`src/rtl/seq_cone_pipe_pkg.sv`:
```
// Shared types and constants for the sequential gate-cone pipeline.
// The optional scan chain is enabled with the SCAN_CHAIN_EN macro.
package seq_cone_pkg;

    typedef enum logic [1:0] {
        IDLE,
        RUN,
        DRAIN,
        DONE
    } state_e;

    localparam logic [7:0]  DEFAULT_POLY = 8'h1D;
    localparam int unsigned CONE_W       = 2;

endpackage

```
`src/rtl/seq_cone_pipe_if.sv`:
```
// Burst control, input beat and output beat signals of seq_cone_pipe.
// The DUT connects through the slave modport and the stimulus side through master.
interface seq_cone_pipe_if
    import seq_cone_pkg::*;
#(
    parameter int LANES = 4,
    parameter int CNT_W = 8
);

    logic                      start;
    logic [CNT_W-1:0]          len;
    logic                      in_valid;
    logic                      in_ready;
    logic [4*LANES-1:0]        a;
    logic [LANES-1:0]          b;
    logic [LANES-1:0]          c;
    logic                      out_valid;
    logic                      out_ready;
    logic [CONE_W*LANES-1:0]   f;
    logic [CONE_W*LANES-1:0]   sig;
    logic                      done;

    modport master (
        output start, len, in_valid, a, b, c, out_ready,
        input  in_ready, out_valid, f, sig, done
    );

    modport slave (
        input  start, len, in_valid, a, b, c, out_ready,
        output in_ready, out_valid, f, sig, done
    );

endinterface

```
`src/rtl/seq_cone_pipe_cone_lane.sv`:
```
// One lane of the fixed gate cone: a[3:0], b, c -> f[1:0], purely combinational.
module cone_lane
    import seq_cone_pkg::*;
(
    input  logic [3:0]        a_i,
    input  logic              b_i,
    input  logic              c_i,
    output logic [CONE_W-1:0] f_o
);

    logic p, q, r, s;

    assign p   = a_i[0] & a_i[1];
    assign q   = a_i[2] | a_i[3];
    assign r   = p ^ b_i;
    assign s   = q & c_i;
    assign f_o = {~(r | s), ~r};

endmodule

```
`src/rtl/seq_cone_pipe.sv`:
```
// LANES gate cones feeding a PIPE_DEPTH-stage valid/ready pipeline, a burst FSM and
// an output MISR. Defining SCAN_CHAIN_EN adds a scan chain over stage data and sig.
module seq_cone_pipe
    import seq_cone_pkg::*;
#(
    parameter int                      LANES      = 4,
    parameter int                      PIPE_DEPTH = 2,
    parameter int                      CNT_W      = 8,
    parameter logic [CONE_W*LANES-1:0] POLY       = (CONE_W*LANES)'(DEFAULT_POLY)
) (
    input  logic clk,
    input  logic rst_n,
`ifdef SCAN_CHAIN_EN
    input  logic scan_en,
    input  logic scan_in,
    output logic scan_out,
`endif
    seq_cone_pipe_if.slave bus
);

    localparam int W = CONE_W * LANES;

    state_e                         state_q;
    logic [CNT_W-1:0]               len_q;
    logic [CNT_W-1:0]               cnt_q;
    logic [PIPE_DEPTH-1:0]          vld_q;
    logic [PIPE_DEPTH-1:0][W-1:0]   data_q;
    logic [W-1:0]                   sig_q;
    logic [W-1:0]                   sig_d;
    logic [W-1:0]                   cone_f;

    logic scan_hold;
    logic out_valid;
    logic stall;
    logic in_hs;
    logic out_hs;
    logic start_go;

    for (genvar i = 0; i < LANES; i++) begin : g_lane
        cone_lane u_cone (
            .a_i (bus.a[4*i +: 4]),
            .b_i (bus.b[i]),
            .c_i (bus.c[i]),
            .f_o (cone_f[CONE_W*i +: CONE_W])
        );
    end

`ifdef SCAN_CHAIN_EN
    assign scan_hold = scan_en;
    assign scan_out  = sig_q[W-1];
`else
    assign scan_hold = 1'b0;
`endif

    // A stalled last stage freezes every stage; bubbles are never squeezed out.
    assign out_valid    = vld_q[PIPE_DEPTH-1] && !scan_hold;
    assign stall        = out_valid && !bus.out_ready;
    assign bus.in_ready = (state_q == RUN) && !stall && (cnt_q < len_q) && !scan_hold;
    assign in_hs        = bus.in_valid && bus.in_ready;
    assign out_hs       = out_valid && bus.out_ready;
    assign start_go     = (state_q == IDLE) && bus.start && !scan_hold;

    assign bus.out_valid = out_valid;
    assign bus.f         = data_q[PIPE_DEPTH-1];
    assign bus.sig       = sig_q;
    assign bus.done      = (state_q == DONE) && !scan_hold;

    assign sig_d = {sig_q[W-2:0], 1'b0} ^ (sig_q[W-1] ? POLY : '0) ^ data_q[PIPE_DEPTH-1];

    // NOTE: all state below uses <= so every register samples pre-edge values, whatever the statement order.
    always_ff @(posedge clk) begin
        if (!rst_n) begin
            state_q <= IDLE;
            len_q   <= '0;
            cnt_q   <= '0;
        end else if (!scan_hold) begin
            case (state_q)
                IDLE: begin
                    if (bus.start) begin
                        state_q <= RUN;
                        len_q   <= bus.len;
                        cnt_q   <= '0;
                    end
                end
                RUN: begin
                    if (in_hs) cnt_q <= cnt_q + 1'b1;
                    if (cnt_q == len_q) state_q <= DRAIN;
                end
                DRAIN: begin
                    if (vld_q == '0) state_q <= DONE;
                end
                DONE:    state_q <= IDLE;
                default: state_q <= IDLE;
            endcase
        end
    end

    // NOTE: stage data is reset as well as the valids, so the MISR and scan chain never see X.
    always_ff @(posedge clk) begin
        if (!rst_n) begin
            vld_q  <= '0;
            data_q <= '0;
            sig_q  <= '0;
        end
`ifdef SCAN_CHAIN_EN
        else if (scan_en) begin
            {sig_q, data_q} <= {sig_q[W-2:0], data_q, scan_in};
        end
`endif
        else begin
            if (!stall) begin
                vld_q[0]  <= in_hs;
                data_q[0] <= cone_f;
                for (int i = 1; i < PIPE_DEPTH; i++) begin
                    vld_q[i]  <= vld_q[i-1];
                    data_q[i] <= data_q[i-1];
                end
            end
            if (start_go) begin
                sig_q <= '0;
            end else if (out_hs) begin
                sig_q <= sig_d;
            end
        end
    end

endmodule

```
`src/flat_wrapper.sv`:
```
// flat-port wrapper written by rule: the top's interface ports become plain ports
module seq_cone_pipe_flat import seq_cone_pkg::*;
#(
    parameter int                      LANES      = 4,
    parameter int                      PIPE_DEPTH = 2,
    parameter int                      CNT_W      = 8,
    parameter logic [CONE_W*LANES-1:0] POLY       = (CONE_W*LANES)'(DEFAULT_POLY)
)
  (clk, rst_n, bus_start, bus_len, bus_in_valid, bus_a, bus_b, bus_c, bus_out_ready, bus_in_ready, bus_out_valid, bus_f, bus_sig, bus_done);
  seq_cone_pipe_if #(.LANES(LANES), .CNT_W(CNT_W)) bus_i ();
  input  logic clk;
  input  logic rst_n;
  input wire logic [$bits(bus_i.start)-1:0] bus_start;
  input wire logic [$bits(bus_i.len)-1:0] bus_len;
  input wire logic [$bits(bus_i.in_valid)-1:0] bus_in_valid;
  input wire logic [$bits(bus_i.a)-1:0] bus_a;
  input wire logic [$bits(bus_i.b)-1:0] bus_b;
  input wire logic [$bits(bus_i.c)-1:0] bus_c;
  input wire logic [$bits(bus_i.out_ready)-1:0] bus_out_ready;
  output wire logic [$bits(bus_i.in_ready)-1:0] bus_in_ready;
  output wire logic [$bits(bus_i.out_valid)-1:0] bus_out_valid;
  output wire logic [$bits(bus_i.f)-1:0] bus_f;
  output wire logic [$bits(bus_i.sig)-1:0] bus_sig;
  output wire logic [$bits(bus_i.done)-1:0] bus_done;
  assign bus_i.start = bus_start;
  assign bus_i.len = bus_len;
  assign bus_i.in_valid = bus_in_valid;
  assign bus_i.a = bus_a;
  assign bus_i.b = bus_b;
  assign bus_i.c = bus_c;
  assign bus_i.out_ready = bus_out_ready;
  assign bus_in_ready = bus_i.in_ready;
  assign bus_out_valid = bus_i.out_valid;
  assign bus_f = bus_i.f;
  assign bus_sig = bus_i.sig;
  assign bus_done = bus_i.done;
  seq_cone_pipe #(.LANES(LANES), .PIPE_DEPTH(PIPE_DEPTH), .CNT_W(CNT_W), .POLY(POLY)) u_core (.clk(clk), .rst_n(rst_n), .bus(bus_i));
endmodule
```
`config.mk`:
```
export PLATFORM = sky130hd
export DESIGN_NAME = seq_cone_pipe_flat
export DESIGN_NICKNAME = d
export VERILOG_FILES = /design/src/rtl/seq_cone_pipe_pkg.sv /design/src/rtl/seq_cone_pipe_if.sv /design/src/rtl/seq_cone_pipe_cone_lane.sv /design/src/rtl/seq_cone_pipe.sv /design/src/flat_wrapper.sv
export SDC_FILE = /design/constraint.sdc
export NUM_CORES = 1
export LEC_CHECK = 0
export CORE_AREA = 2 2 63 89
export CTS_CLUSTER_DIAMETER = 30
export DETAILED_ROUTE_END_ITERATION = 16
export DIE_AREA = 0 0 65 91
export MAX_ROUTING_LAYER = met4
export PLACE_DENSITY_LB_ADDON = 0.15
export SYNTH_ARGS = -nofsm -noshare
export SYNTH_HDL_FRONTEND = slang
export SYNTH_SLANG_ARGS = --single-unit
```
`constraint.sdc`:
```
create_clock -name clk -period 1.5 [get_ports clk]
set_input_delay 0.3 -clock clk [delete_from_list [all_inputs] [get_ports clk]]
set_output_delay 0.3 -clock clk [all_outputs]
set_load 0.005 [all_outputs]
```
==> impl_metrics.toml, run 1 <==
[global_route]
grt_max_degree = 29
antenna_found_initial = 0
grt_pass1_vias = 2049
grt_remaining_overflow = 0
grt_pass1_wl_um = 8890
grtUsageTotal_pct = 19.5

[cells_and_area]
fillers = 436
drive_above_1_share_pct = 33.0
fin_util_pct = 67.7
area_growth_syn_to_layout_pct = 55.5
num-nets-final = 410
fin_cells = 427
design_area_sq_um = 3440
antenna_cells = 0

[yosys]
synth_edf_count = 0
synth_nets = 324
yosys.cell_types.count = 36
yosys.area.top_type = "dfxtp_1"
synthCells = 274
synth-seq-area-share_pct = 39.8
synth_area_sq_um = 2210
synth_area_leaders = "dfxtp_1 (40%), nand2_1 (9.5%), ha_1 (7.3%)"
async_flop_share_pct = 0
synth_ff_type = "dfxtp_1"
synth_top_area_share_pct = 39.8
synth_most_common_cell = "nand2_1"
synth_area_per_cell_sq_um = 8.08
synth-warning-count = 0
synth-seq-cells = 44
synth_common_cells = "nand2_1 (56), dfxtp_1 (44), a21oi_1 (31)"

[status]
outcome = "complete, but fails checks"
violations = "negative setup slack"

[pwr]
power.leakage_uw = 0.00140
powerDensity_nw_per_um2 = 1120
ir_drop_mv = 0.633

[die]
ios = 56
rows = 31
fp.coreArea_sq_um = 5080
die_y_um = 91
start_util_pct = 43.6
die_w_um = 65
die-area_sq_um = 5920

[detailed_routing]
drc = 0
postRouteAntennaNets = 0
vias_per_cell = 5.05
post_drt_wl_per_cell_um = 12.8
wl_um = 5470
drt-met1-wl_um = 2190
first_pass_iters = 4
highest_layer = "met4"
vias = 2155
dr.first_iter.drc_count = 142
wl_met3_um = 186
wl_met2_um = 2970

[sta]
fin_crit_sh_pct = 131
slew_headroom_pct = 79.9
setup_viol = 12
timing.fmax_mhz = 511
rsz0062_at_grt = "true"
fin_crit_ns = 1.96
hold_violations = 0
worst_pin_slew_ns = 0.302
finalWorstSetupSlack_ns = -0.458
timing.final.max_slew_violations = 0
skew_ns = 0.00484

[setup_path]
endpoint_kind = "primary output"
path_buf_inv = 2
reg2reg_slack_ns = -0.42
critPathRequiredTime_ns = 1.20
slowest_stage = "dfxtp_2"
crit_path_max_incr_delay_ns = 0.34
reg2reg_to = "u_core.cnt_q[5]"
worstSetupStartpointType = "register"
path_class = "register to primary output"
path_max_fanout = 2
rr_startpoint = "u_core.len_q[1]"
cp_cell_sequence = "inv_2 -> ha_4 -> nor2b_4 -> o211ai_1 -> a21o_2 -> and2b_1 -> buf_2"
worst_ep_arrival_time_ns = 1.66
crit_family = "flip-flops"
rr_worst_depth = 11

[placement]
hpwl_um = 3850
place_inst = 403
placed_cell_area_sq_um = 2980
portBuffers = 55
dpl_worst_slack_ns = -0.650
routabilityCongestion = 0.830

[min_path]
hold_path_class = "register to register"
holdPathEnd = "u_core.data_q[4]"
hold_start = "u_core.data_q[4]"
hold_depth = 2

[clock_network]
cts_sinks = 44
hold_buffers = 0
htree_levels = 2
cts_made_buffers = 5
cts.path.max_buffers = 2
clk_pin_slew_worst_paths_ns = 0.08
cts_tree = "built"
root_buffer = "clkbuf_8"
insertion_delay_ns = 0.29

[run]
cap_violations = 0
worst min-delay path: cells and delay by family, from the launching register on:
kind               cells  cell delay (ns)
and+or+nand+nor        1             0.05
AOI/OAI and AO/OA      1             0.05
DFF                    1             0.31
registers in the layout, indices dropped and copies added, names as in the netlist:
| signal | flops |
|---|---|
| u_core.bus.f | 8 |
| u_core.bus.sig | 8 |
| u_core.cnt_q | 8 |
| u_core.data_q | 8 |
| u_core.len_q | 8 |
| u_core.state_q | 2 |
| u_core.vld_q | 2 |
where the power goes:
group | internal (uW) | switching, uW
sequential | 1280 | 60.9
combinational | 919 | 828
clock | 375 | 405
total | 2580 | 1290
cells in the final DEF, fill, tap and decap left out, types with 6 or more instances in the layout:
cell	Yosys	final
dfxtp_1	44	16
clkdlybuf4s50_1	0	48
inv_1	11	6
ha_4	0	7
xnor2_1	11	11
nor2_1	13	13
dfxtp_2	0	28
buf_4	8	36
nand3_1	20	19
a21oi_1	31	28
clkbuf_8	0	6
nand2_1	56	51
o21ai_1	2	6
layer usage:
layer / up-vias / global-route usage [%]
met3: 12 / 3.72
met5: - / -
met1: 994 / 20.9
met4: 0 / 6.91
met2: 56 / 35.0
li1: 1093 / -
layout make-up:
class	instances	area (sq um)	share of cell area, %
multi-input combinational	199	1380	40.0
clock inverter	1	7.51	0.218
sequential	44	916	26.6
clock buffer	7	86.3	2.51
timing repair buffer	99	931	27.0
tap	66	82.6	2.40
inverter	11	41.3	1.20
cell families (layout without fill, tap and decap cells):
logic type                 count (synthesis)  after routing  synth area share, %
buffers and inverters                     31            118                 7.01
and+or+nand+nor                          106            106                 21.9
xor gates and xnor gates                  15             15                 5.94
AOI/OAI and AO/OA                         64             64                 17.6
muxes                                      1              1                0.452
adders and majority gates                 13             13                 7.35
DFF                                       44             44                 39.8
timing repair:
action,in CTS,in global routing
gates resized for setup,55,35
cloned,0,0
setup buffers,5,12
pin swaps,5,10
endpoints found under the setup margin,32,34
how the worst max path moves through the flow:
stage / endpoint / from / depth (start not counted)
2_1_floorplan: u_core.cnt_q[5] / u_core.len_q[1] / 8
3_3_place_gp: bus_in_ready / bus_out_ready / 5
3_5_place_dp: bus_in_ready / bus_out_ready / 5
4_1_cts: bus_in_ready / u_core.len_q[1] / 7
5_1_grt: bus_in_ready / u_core.len_q[1] / 7
6_report: bus_in_ready / u_core.len_q[1] / 7
stage by stage:
step           total power, uW  TNS (ns)  hold WS, ns
2_1_floorplan             2050    -0.821        0.432
3_3_place_gp              2540     -4.61        0.438
3_5_place_dp              2560     -5.45        0.446
4_1_cts                   3490     -2.76        0.453
5_1_grt                   4120     -4.97        0.471
6_report                  3870     -3.88        0.452
Note: power is estimated with default switching activity, not from simulation.
==> inputs of run 2 (changes only) <==
--- a/config.mk
+++ b/config.mk
@@ -7,6 +7,7 @@
 export LEC_CHECK = 0
-export CORE_AREA = 2 2 63 89
+export ABC_AREA = 1
+export CORE_AREA = 2 2 64 90
 export CTS_CLUSTER_DIAMETER = 30
 export DETAILED_ROUTE_END_ITERATION = 16
-export DIE_AREA = 0 0 65 91
+export DIE_AREA = 0 0 66 92
 export MAX_ROUTING_LAYER = met4
==> constraint.sdc (replaced) <==
create_clock -name clk -period 1.5 [get_ports clk]
set_input_delay 0.225 -clock clk [delete_from_list [all_inputs] [get_ports clk]]
set_output_delay 0.225 -clock clk [all_outputs]
set_load 0.005 [all_outputs]
==> run 2 against run 1 <==
Compared with the run above: the flow still finishes with violations (negative setup slack); area after synthesis is 2.1% higher; first-iteration DRC count shrank 53%; wire length shrank 0.40%; synthesized cell count up 9.9%; core utilization shrank 2.9 points; sequential power grew 14%; register-to-register slack better by 0.26 ns; hold slack better by 0.016 ns; maximum frequency rose by 17%; die area rose by 2.7%; clock power is 36% higher; largest power group unchanged; highest routed layer unchanged.
==> impl_metrics.toml, run 2 <==
[setup_path]
crit_family = "simple AND/OR/NAND/NOR gates"
rr_startpoint = "u_core.cnt_q[1]"
path_buf_inv = 1
path_class = "register to primary output"
endpoint_kind = "primary output"
worst_ep_arrival_time_ns = 1.45
reg2reg_to = "u_core.cnt_q[2]"
cp_cell_sequence = "ha_4 -> nand2_1 -> nand2_1 -> nand2_2 -> nand2_2 -> nand2_2 -> and2_4 -> buf_6"
worstSetupStartpointType = "register"
crit_path_max_incr_delay_ns = 0.36
crit_top_cell = "nand2_2"
critPathRequiredTime_ns = 1.27
path_max_fanout = 4
slowest_stage = "dfxtp_2"
rr_worst_depth = 12
reg2reg_slack_ns = -0.16

[pwr]
ir_drop_mv = 1.11
power.leakage_uw = 0.00144
powerDensity_nw_per_um2 = 1610

[cells_and_area]
final_common_cell = "clkdlybuf4s50_1"
fin_cells = 452
drive_above_1_share_pct = 32.0
fin_util_pct = 64.9
area_growth_syn_to_layout_pct = 54.0
fillers = 495
final_cell_mix = "clkdlybuf4s50_1 (52), nand2_1 (37), buf_4 (32)"
antenna_cells = 0
num-nets-final = 434

[detailed_routing]
post_drt_wl_per_cell_um = 12.1
vias = 2140
postRouteAntennaNets = 0
drc = 0
first_pass_iters = 4
dr.first_iter.drc_count = 67
vias_per_cell = 4.73
wl_um = 5450

[yosys]
synth_area_sq_um = 2260
async_flop_share_pct = 0
synth_ff_type = "dfxtp_1"
synth-seq-cells = 44
synth-warning-count = 0
yosys.area.top_type = "dfxtp_1"
synth_common_cells = "nand2_1 (50), dfxtp_1 (44), a21oi_1 (34)"
synth_area_leaders = "dfxtp_1 (39%), nand2_1 (8.3%), a21oi_1 (7.5%)"
synthCells = 301
synth_area_per_cell_sq_um = 7.51
synth_most_common_cell = "nand2_1"
synth_edf_count = 0
synth_nets = 351
synth-seq-area-share_pct = 39.0
yosys.cell_types.count = 25
synth_top_area_share_pct = 39.0

[sta]
worst_pin_slew_ns = 0.348
fin_crit_ns = 1.67
skew_ns = 0.00265
setup_viol = 11
rsz0062_at_grt = "true"
slew_headroom_pct = 76.6
final.setup.tns_ns = -1.06
fin_crit_sh_pct = 111
hold_violations = 0
timing.final.max_slew_violations = 0
timing.fmax_mhz = 598
finalWorstSetupSlack_ns = -0.172

[die]
die_w_um = 66
start_util_pct = 42.1
ios = 56
die_y_um = 92
fp.coreArea_sq_um = 5370
die-area_sq_um = 6070
rows = 32

[min_path]
holdPathEnd = "u_core.data_q[4]"
hold_path_class = "register to register"
hold_start = "u_core.data_q[4]"
hold_depth = 2

[status]
outcome = "complete, but fails checks"
violations = "negative setup slack"

[placement]
portBuffers = 55
place_inst = 441
hpwl_um = 3930
routabilityCongestion = 0.784

[clock_network]
htree_levels = 2
clk_pin_slew_worst_paths_ns = 0.08
cts_made_buffers = 5
insertion_delay_ns = 0.29
cts_sinks = 44
cts_tree = "built"
root_buffer = "clkbuf_8"
cts.path.max_buffers = 2

[global_route]
grtUsageTotal_pct = 19.7
antenna_found_initial = 0
grt_pass1_vias = 2093
grt_remaining_overflow = 0
grt_pass1_wl_um = 9040
grt_max_degree = 19

[run]
cap_violations = 0
==> run 2: cell count changes after synthesis, sizes merged, moves of 5 or more <==
cell,change
inv,+17
a211oi,-6
a21oi,+6
o21ai,+15
nor2,+20
nand2,-5
==> run 2: cell families (layout without fill, tap and decap cells) <==
kind of cell | after synthesis | count (layout) | share of synthesized area (%)
simple gates | 113 | 114 | 22.3
compound gates | 70 | 70 | 16.1
buf+inv | 46 | 128 | 9.63
flops | 44 | 44 | 39.0
xor+xnor | 15 | 15 | 5.81
fa+ha+maj | 13 | 13 | 7.20
==> run 2: cell type report <==
type | instances | area [sq um] | share of cell area [%]
sequential | 44 | 900 | 25.8
clock buffer | 5 | 68.8 | 1.98
multi-input combinational | 212 | 1380 | 39.8
tap | 68 | 85.1 | 2.44
inverter | 28 | 105 | 3.02
clock inverter | 2 | 60.1 | 1.73
timing repair buffer | 93 | 878 | 25.2
==> run 2: routing by layer <==
metal	wire length, um	GRT usage [%]	vias to the layer above
met5	0	-	-
met4	159	8.84	0
met3	193	2.70	12
met2	2970	37.0	51
met1	2130	19.4	941
li1	-	-	1136
==> run 2: timing repair <==
item / in CTS / in global routing
setup endpoints to repair: 21 / 21
pin swaps: 10 / 11
resized for setup: 42 / 34
buffers inserted: 1 / 2
cloned: 1 / 0
hold buffers: 0 / 0
==> run 2: worst max path at each step <==
stage	startpoint	end	slack, ns	depth (start not counted)
global placement	bus_out_ready	bus_in_ready	-0.40	7
CTS	u_core.len_q[3]	bus_in_ready	-0.17	9
global route	u_core.state_q[1]	bus_in_ready	-0.25	8
detailed placement	bus_out_ready	bus_in_ready	-0.38	7
floorplan	u_core.state_q[1]	u_core.cnt_q[2]	0.05	12
finish	u_core.cnt_q[1]	bus_in_ready	-0.17	8
==> run 2: per-stage QoR <==
step / area (sq um) / power [uW] / worst slack (ns) / hold WS (ns)
finish: 3480 / 5600 / -0.172 / 0.468
global route: 3480 / 6000 / -0.252 / 0.489
CTS: 3340 / 5160 / -0.167 / 0.471
detailed placement: 3080 / 3760 / -0.376 / 0.457
global placement: 3080 / 3720 / -0.400 / 0.453
floorplan: 2270 / 2840 / 0.0453 / 0.367
==> run 2: power breakdown <==
| part | switching (uW) | leakage, uW | total [uW] | internal, uW |
|---|---|---|---|---|
| Sequential | 144 | 0.000366 | 1540 | 1390 |
| Clock | 403 | 0.0000642 | 1060 | 656 |
| Combinational | 1510 | 0.00101 | 3010 | 1500 |
| Total | 2050 | 0.00144 | 5600 | 3550 |
==> run 2: worst reg2reg max path, delay by kind of cell (launching register included) <==
kind	cells	cell delay, ns
AO/OA/AOI/OAI	1	0.11
buffers and inverters	2	0.28
adder cells (fa/ha/maj)	1	0.27
AND/OR/NAND/NOR	8	0.54
flip-flops	1	0.36
